[config.mk]
export PLATFORM = sky130hd
export DESIGN_NAME = tff_count_ctrl
export DESIGN_NICKNAME = d
export VERILOG_FILES = /design/src/rtl/tff_count_ctrl.sv
export SDC_FILE = /design/constraint.sdc
export NUM_CORES = 1
export LEC_CHECK = 0
export CAP_MARGIN = 40
export CELL_PAD_IN_SITES_DETAIL_PLACEMENT = 2
export CELL_PAD_IN_SITES_GLOBAL_PLACEMENT = 2
export CORE_AREA = 2 2 42 82
export CTS_BUF_LIST = sky130_fd_sc_hd__clkbuf_4 sky130_fd_sc_hd__clkbuf_8
export CTS_CLUSTER_SIZE = 30
export DETAILED_ROUTE_END_ITERATION = 16
export DIE_AREA = 0 0 44 84
export PLACE_DENSITY_LB_ADDON = 0.1
export SLEW_MARGIN = 20
export SYNTH_ARGS = -nofsm -noshare
export SYNTH_HDL_FRONTEND = slang
export SYNTH_SLANG_ARGS = --single-unit
[constraint.sdc]
create_clock -name clk -period 8.3 [get_ports clk]
set_input_delay 1.245 -clock clk [delete_from_list [all_inputs] [get_ports clk]]
set_output_delay 1.245 -clock clk [all_outputs]
set_load 0.02 [all_outputs]
[src/rtl/tff_count_ctrl.sv]
// tff_count_ctrl
// Sequencing controller for an external bank of WIDTH T flip-flops.
// It reads the bank state (q_vec) and drives per-bit toggle enables (t_vec)
// so that the bank behaves as a modulo-N up/down counter. It also supports
// start, stop and clear commands. A clear zeroes the bank by toggling its
// set bits, so the bank reset is never used for that purpose.
module tff_count_ctrl #(
  parameter int WIDTH = 4
) (
  input  logic             clk,
  input  logic             reset,
  input  logic             start,
  input  logic             stop,
  input  logic             clear,
  input  logic             up_dn,
  input  logic [WIDTH-1:0] mod_val,
  input  logic [WIDTH-1:0] q_vec,
  output logic [WIDTH-1:0] t_vec,
  output logic [1:0]       state,
  output logic             busy,
  output logic             tc,
  output logic             clr_done
);

  typedef enum logic [1:0] {
    IDLE  = 2'b00,
    RUN   = 2'b01,
    PAUSE = 2'b10,
    CLEAR = 2'b11
  } state_e;

  localparam logic [WIDTH-1:0] ZERO_W = {WIDTH{1'b0}};
  localparam logic [WIDTH-1:0] ONE_W  = {{(WIDTH-1){1'b0}}, 1'b1};
  localparam logic [WIDTH:0]   ONE_X  = {{WIDTH{1'b0}}, 1'b1};

  state_e           state_q, state_d;
  logic [WIDTH-1:0] mod_q, mod_d;
  logic             dir_q, dir_d;
  logic             tc_q, tc_d;
  logic             clr_done_q, clr_done_d;

  logic [WIDTH:0]   m_s;
  logic [WIDTH:0]   mmax_s;
  logic [WIDTH:0]   q_ext_s;
  logic             wrap_up_s;
  logic             wrap_dn_s;
  logic             wrap_s;
  logic [WIDTH-1:0] nxt_s;

  // Count-step arithmetic: next count value and wrap detection, in WIDTH+1 bits
  // so that a modulus of 2^WIDTH (mod_q == 0) is representable.
  always_comb begin
    m_s       = (mod_q == ZERO_W) ? {1'b1, ZERO_W} : {1'b0, mod_q};
    mmax_s    = m_s - ONE_X;
    q_ext_s   = {1'b0, q_vec};
    wrap_up_s = (q_ext_s >= mmax_s);
    wrap_dn_s = (q_vec == ZERO_W) || (q_ext_s > mmax_s);
    if (dir_q) begin
      wrap_s = wrap_up_s;
      nxt_s  = wrap_up_s ? ZERO_W : (q_vec + ONE_W);
    end else begin
      wrap_s = wrap_dn_s;
      nxt_s  = wrap_dn_s ? mmax_s[WIDTH-1:0] : (q_vec - ONE_W);
    end
  end

  // Toggle enables for the bank; held at zero while reset is asserted.
  always_comb begin
    t_vec = ZERO_W;
    if (reset) begin
      t_vec = ZERO_W;
    end else begin
      case (state_q)
        IDLE:    t_vec = ZERO_W;
        RUN:     t_vec = q_vec ^ nxt_s;
        PAUSE:   t_vec = ZERO_W;
        CLEAR:   t_vec = q_vec;
        default: t_vec = ZERO_W;
      endcase
    end
  end

  // Next-state logic with clear > stop > start priority, plus operand capture.
  always_comb begin
    state_d    = state_q;
    mod_d      = mod_q;
    dir_d      = dir_q;
    tc_d       = 1'b0;
    clr_done_d = 1'b0;
    case (state_q)
      IDLE: begin
        if (clear) begin
          state_d = CLEAR;
        end else if (stop) begin
          state_d = IDLE;
        end else if (start) begin
          state_d = RUN;
          mod_d   = mod_val;
          dir_d   = up_dn;
        end else begin
          state_d = IDLE;
        end
      end
      RUN: begin
        // The toggle applied in this cycle may wrap, whatever the command.
        tc_d = wrap_s;
        if (clear) begin
          state_d = CLEAR;
        end else if (stop) begin
          state_d = PAUSE;
        end else begin
          state_d = RUN;
        end
      end
      PAUSE: begin
        if (clear) begin
          state_d = CLEAR;
        end else if (stop) begin
          state_d = PAUSE;
        end else if (start) begin
          state_d = RUN;
        end else begin
          state_d = PAUSE;
        end
      end
      CLEAR: begin
        // The bank is zero after this edge; go back to IDLE and flag it.
        state_d    = IDLE;
        clr_done_d = 1'b1;
      end
      default: begin
        state_d = IDLE;
      end
    endcase
  end

  // State, captured operands and registered status pulses.
  always_ff @(posedge clk or posedge reset) begin
    if (reset) begin
      state_q    <= IDLE;
      mod_q      <= ZERO_W;
      dir_q      <= 1'b0;
      tc_q       <= 1'b0;
      clr_done_q <= 1'b0;
    end else begin
      state_q    <= state_d;
      mod_q      <= mod_d;
      dir_q      <= dir_d;
      tc_q       <= tc_d;
      clr_done_q <= clr_done_d;
    end
  end

  assign state    = state_q;
  assign busy     = (state_q == RUN) || (state_q == PAUSE);
  assign tc       = tc_q;
  assign clr_done = clr_done_q;

endmodule

==> results_dict.tcl <==
set metrics [dict create \
    die_span_in_x_um 44 \
    power.sequential.fraction_pct 17.5 \
    post_cts_buffers 0 \
    die-height_um 84 \
    clk_root_buffer_cell "sky130_fd_sc_hd__clkbuf_8" \
    drt_wl_total_mm 2.84 \
    worstPathArrival_ps 4470 \
    syn_inst 107 \
    period_needed_ps 5720 \
    power_density_nw_per_um2 416 \
    globalplace.congestion 0.761 \
    grt_first_pass_wirelength_mm 4.68 \
    maxCapViolations 0 \
    synth.ff_latch_count 9 \
    final_nets 158 \
    fp-row-count 29 \
    synth.cell_area_um2 936 \
    post_cts_resize_count 0 \
    global_route.usage.met2_pct 32.9 \
    gr-usage-all-layers_pct 16.6 \
    cts-buffers-inserted 3 \
    initial_utilization_pct 30.0 \
    drt-initial-drc-count 25 \
    netSwitchingFraction_pct 48.7 \
    syn2layout_area_growth_pct 31.7 \
    clk_pin_slew_worst_paths_ps 40 \
    net-switching-power_w 0.000250 \
    use_met1_pct 15.2 \
    p_int_w 0.000263 \
    layout.cells.most_common "sky130_fd_sc_hd__clkdlybuf4s50_1" \
    drtAntennaViolNets 0 \
    worstMarginPinSlew_ps 753 \
    setup_tns_ps 0 \
    worst_setup_path_end_kind "output pin" \
    number_of_warnings_printed_during_yosys_synthesis 0 \
    post-route-period-util_pct 68.9 \
    number_of_antenna_violations_at_the_first_check_in_global_routing 0 \
    fp.dieArea_um2 3700 \
    worst_hold_path_type "reg2reg" \
    avgViaCountPerCell 5.86 \
    hold_buffers 0 \
    timing_max_transition_violations_final 0 \
    crit_path_frequent_cell "sky130_fd_sc_hd__clkdlybuf4s50_1" \
    grt_busiest_layer "met2" \
    routedWlPerCell_um 17.6 \
    grt_util_met3_pct 1.95 \
    layout-drive-gt1-share_pct 6.15 \
    power.share.clock_pct 10.5 \
    cts_htree_levels 1 \
    cts_num_sinks 9 \
    leading_cell_types_in_the_layout_fill_and_taps_excluded "sky130_fd_sc_hd__clkdlybuf4s50_1, sky130_fd_sc_hd__ha_1, sky130_fd_sc_hd__inv_1, sky130_fd_sc_hd__dfrtp_1, sky130_fd_sc_hd__a21oi_1" \
    tritoncts_clock_tree "yes" \
    critPathRequiredTime_ps 7050 \
    fmaxAchievable_ghz 0.175 \
    worst_slew_margin_rel_pct 49.4 \
    outcome "completed" \
    irDropWorstVdd_mv 0.164 \
    hold_viol_final 0 \
    cp.buffers_inverters 2 \
    synth-seq-area-share_pct 24.1 \
    family_of_cells_with_the_greatest_summed_delay_on_the_critical_path "buffers and inverters" \
    power.static_leakage_nw 0.555 \
    grt_max_degree 12 \
    critical-path-max-stage-delay_ps 630 \
    startpoint_type "input pin" \
    clock_path_buffers 2 \
    number_of_global_route_vias_before_repair 1077 \
    drt_pass1_iterations 4 \
    avgSynthCellArea_um2 8.75 \
    routed-via-count 943 \
    yosys_cell_types 40 \
    final_report_setup_violation_count 0 \
    count_of_buffers_from_port_buffering 22 \
    crit_path_top_delay_cell "sky130_fd_sc_hd__clkdlybuf4s50_1" \
    drt_drc_violations_left 0 \
    antenna_cells 0 \
    ios 23 \
    timing_worst_setup_path_type "in2out" \
    core-area_um2 3120 \
    skew_ps 0.417 \
    syn_nets 134 \
    rsz0062_at_grt "false" \
    power_frac_comb_pct 72.0 \
    critical_path.cell_chain "clkdlybuf4s50_1 -> ha_1 -> and4b_1 -> a211oi_2 -> o21ai_2 -> a21o_1 -> or3_1 -> a311oi_2 -> clkdlybuf4s50_1" \
    dp_wirelength_mm 2.42 \
    p_total_w 0.000513 \
    clk_latency_ps 230 \
    globalRoute.totalOverflow 0 \
    cp_max_fo 8 \
]
-- metrics by stage --
| step | cell area [µm²] | hold WS (ps) | util, % | std cells | setup WS (ps) |
|---|---|---|---|---|---|
| finish | 1230 | 593 | 39.5 | 161 | 2580 |
| global route | 1230 | 636 | 39.5 | 161 | 2440 |
| CTS | 1230 | 598 | 39.5 | 161 | 2560 |
| detailed placement | 1180 | 589 | 37.9 | 157 | 2570 |
| global placement | 1180 | 561 | 37.9 | 157 | 2590 |
| floorplan | 936 | 541 | - | 107 | 3880 |
-- layout make-up --
type | count | area, µm²
clock buffers | 4 | 48.8
multi-input cells | 84 | 658
fillers | 386 | 1890
well taps | 31 | 38.8
inverters | 11 | 41.3
flip-flops and latches | 9 | 225
repair buffers | 22 | 220
-- flip-flops by register name, summed over array words and instances (netlist names) --
signal,flops
mod_q,4
state,2
clr_done,1
dir_q,1
tc,1
-- metal layers --
layer / part of all wire, % / vias up
met5: 0 / -
met2: 61 / 26
met4: 3.1 / 0
met1: 34 / 469
li1: - / 437
met3: 2.6 / 11
-- Yosys cell counts --
master	count	area share (%)
sky130_fd_sc_hd__mux2i_1	2	2.1
sky130_fd_sc_hd__dfrtp_1	9	24
sky130_fd_sc_hd__o31a_1	1	0.94
sky130_fd_sc_hd__a21oi_1	8	4.3
sky130_fd_sc_hd__nand2_1	7	2.8
sky130_fd_sc_hd__a21o_1	2	1.6
sky130_fd_sc_hd__o221ai_1	1	0.94
sky130_fd_sc_hd__clkinv_1	2	0.80
sky130_fd_sc_hd__clkbuf_1	3	1.2
sky130_fd_sc_hd__o211a_1	2	2.1
sky130_fd_sc_hd__o22a_1	2	1.9
sky130_fd_sc_hd__and3_1	1	0.67
sky130_fd_sc_hd__nor2_1	7	2.8
sky130_fd_sc_hd__o21ai_2	1	0.94
sky130_fd_sc_hd__nand4_1	1	0.67
sky130_fd_sc_hd__o32ai_1	1	0.94
sky130_fd_sc_hd__o211ai_1	1	0.80
sky130_fd_sc_hd__ha_1	13	17
sky130_fd_sc_hd__nor3_1	3	1.6
sky130_fd_sc_hd__mux2_1	3	3.6
sky130_fd_sc_hd__o2111a_1	1	1.2
sky130_fd_sc_hd__o31ai_1	2	1.6
sky130_fd_sc_hd__or3_1	2	1.3
sky130_fd_sc_hd__a211o_1	1	0.94
sky130_fd_sc_hd__o32a_1	1	1.1
sky130_fd_sc_hd__o31ai_2	1	1.3
sky130_fd_sc_hd__and4b_1	1	1.1
sky130_fd_sc_hd__inv_1	9	3.6
sky130_fd_sc_hd__a31oi_1	1	0.67
sky130_fd_sc_hd__nand2b_1	2	1.3
sky130_fd_sc_hd__a311oi_2	1	1.6
sky130_fd_sc_hd__xor2_1	2	1.9
sky130_fd_sc_hd__a221oi_1	1	0.94
sky130_fd_sc_hd__nor2b_1	1	0.67
sky130_fd_sc_hd__xnor2_1	3	2.8
sky130_fd_sc_hd__nor4b_1	1	0.94
sky130_fd_sc_hd__nand3_1	1	0.53
sky130_fd_sc_hd__o21ai_1	4	2.1
sky130_fd_sc_hd__a211oi_1	1	0.80
sky130_fd_sc_hd__a211oi_2	1	1.3
-- logic make-up (layout without fill, tap and decap cells) --
| family | Yosys count | in the layout | synth area share [%] |
|---|---|---|---|
| AO/OA/AOI/OAI | 34 | 34 | 28.1 |
| AND/OR/NAND/NOR | 27 | 27 | 14.4 |
| buffers and inverters | 14 | 37 | 5.61 |
| adder cells (fa/ha/maj) | 13 | 13 | 17.4 |
| flip-flops | 9 | 9 | 24.1 |
| XOR/XNOR | 5 | 5 | 4.68 |
| multiplexers | 5 | 5 | 5.75 |
-- tightest hold or removal path, delay by kind of cell, from the launching register on --
family                 cells  cell delay (ps)
buffers and inverters      1               90
AOI/OAI and AO/OA          1               80
DFF                        1              380
-- path summary, 6_finish.rpt --
| kind | startpoint | endpoint | slack [ps] | cells after the start |
|---|---|---|---|---|
| max in group asynchronous | reset | mod_q[1] | 6540 | 2 |
| min reg2reg | mod_q[1] | mod_q[1] | 590 | 2 |
| min | mod_q[1] | mod_q[1] | 590 | 2 |
| min in group asynchronous | reset | dir_q | 1500 | 2 |
| max | q_vec[3] | t_vec[2] | 2580 | 9 |
| max reg2reg | mod_q[0] | tc | 5600 | 10 |
-- power by group through the flow --
stage	Sequential [W]	Clock, W	Combinational (W)
after floorplan	0.0000858	0	0.000260
after global placement	0.0000898	0	0.000360
after detailed placement	0.0000913	0	0.000375
after CTS	0.0000907	0.0000555	0.000376
after global routing	0.0000939	0.0000580	0.000407
final	0.0000900	0.0000537	0.000369
Power figures use the tool's default switching activity.
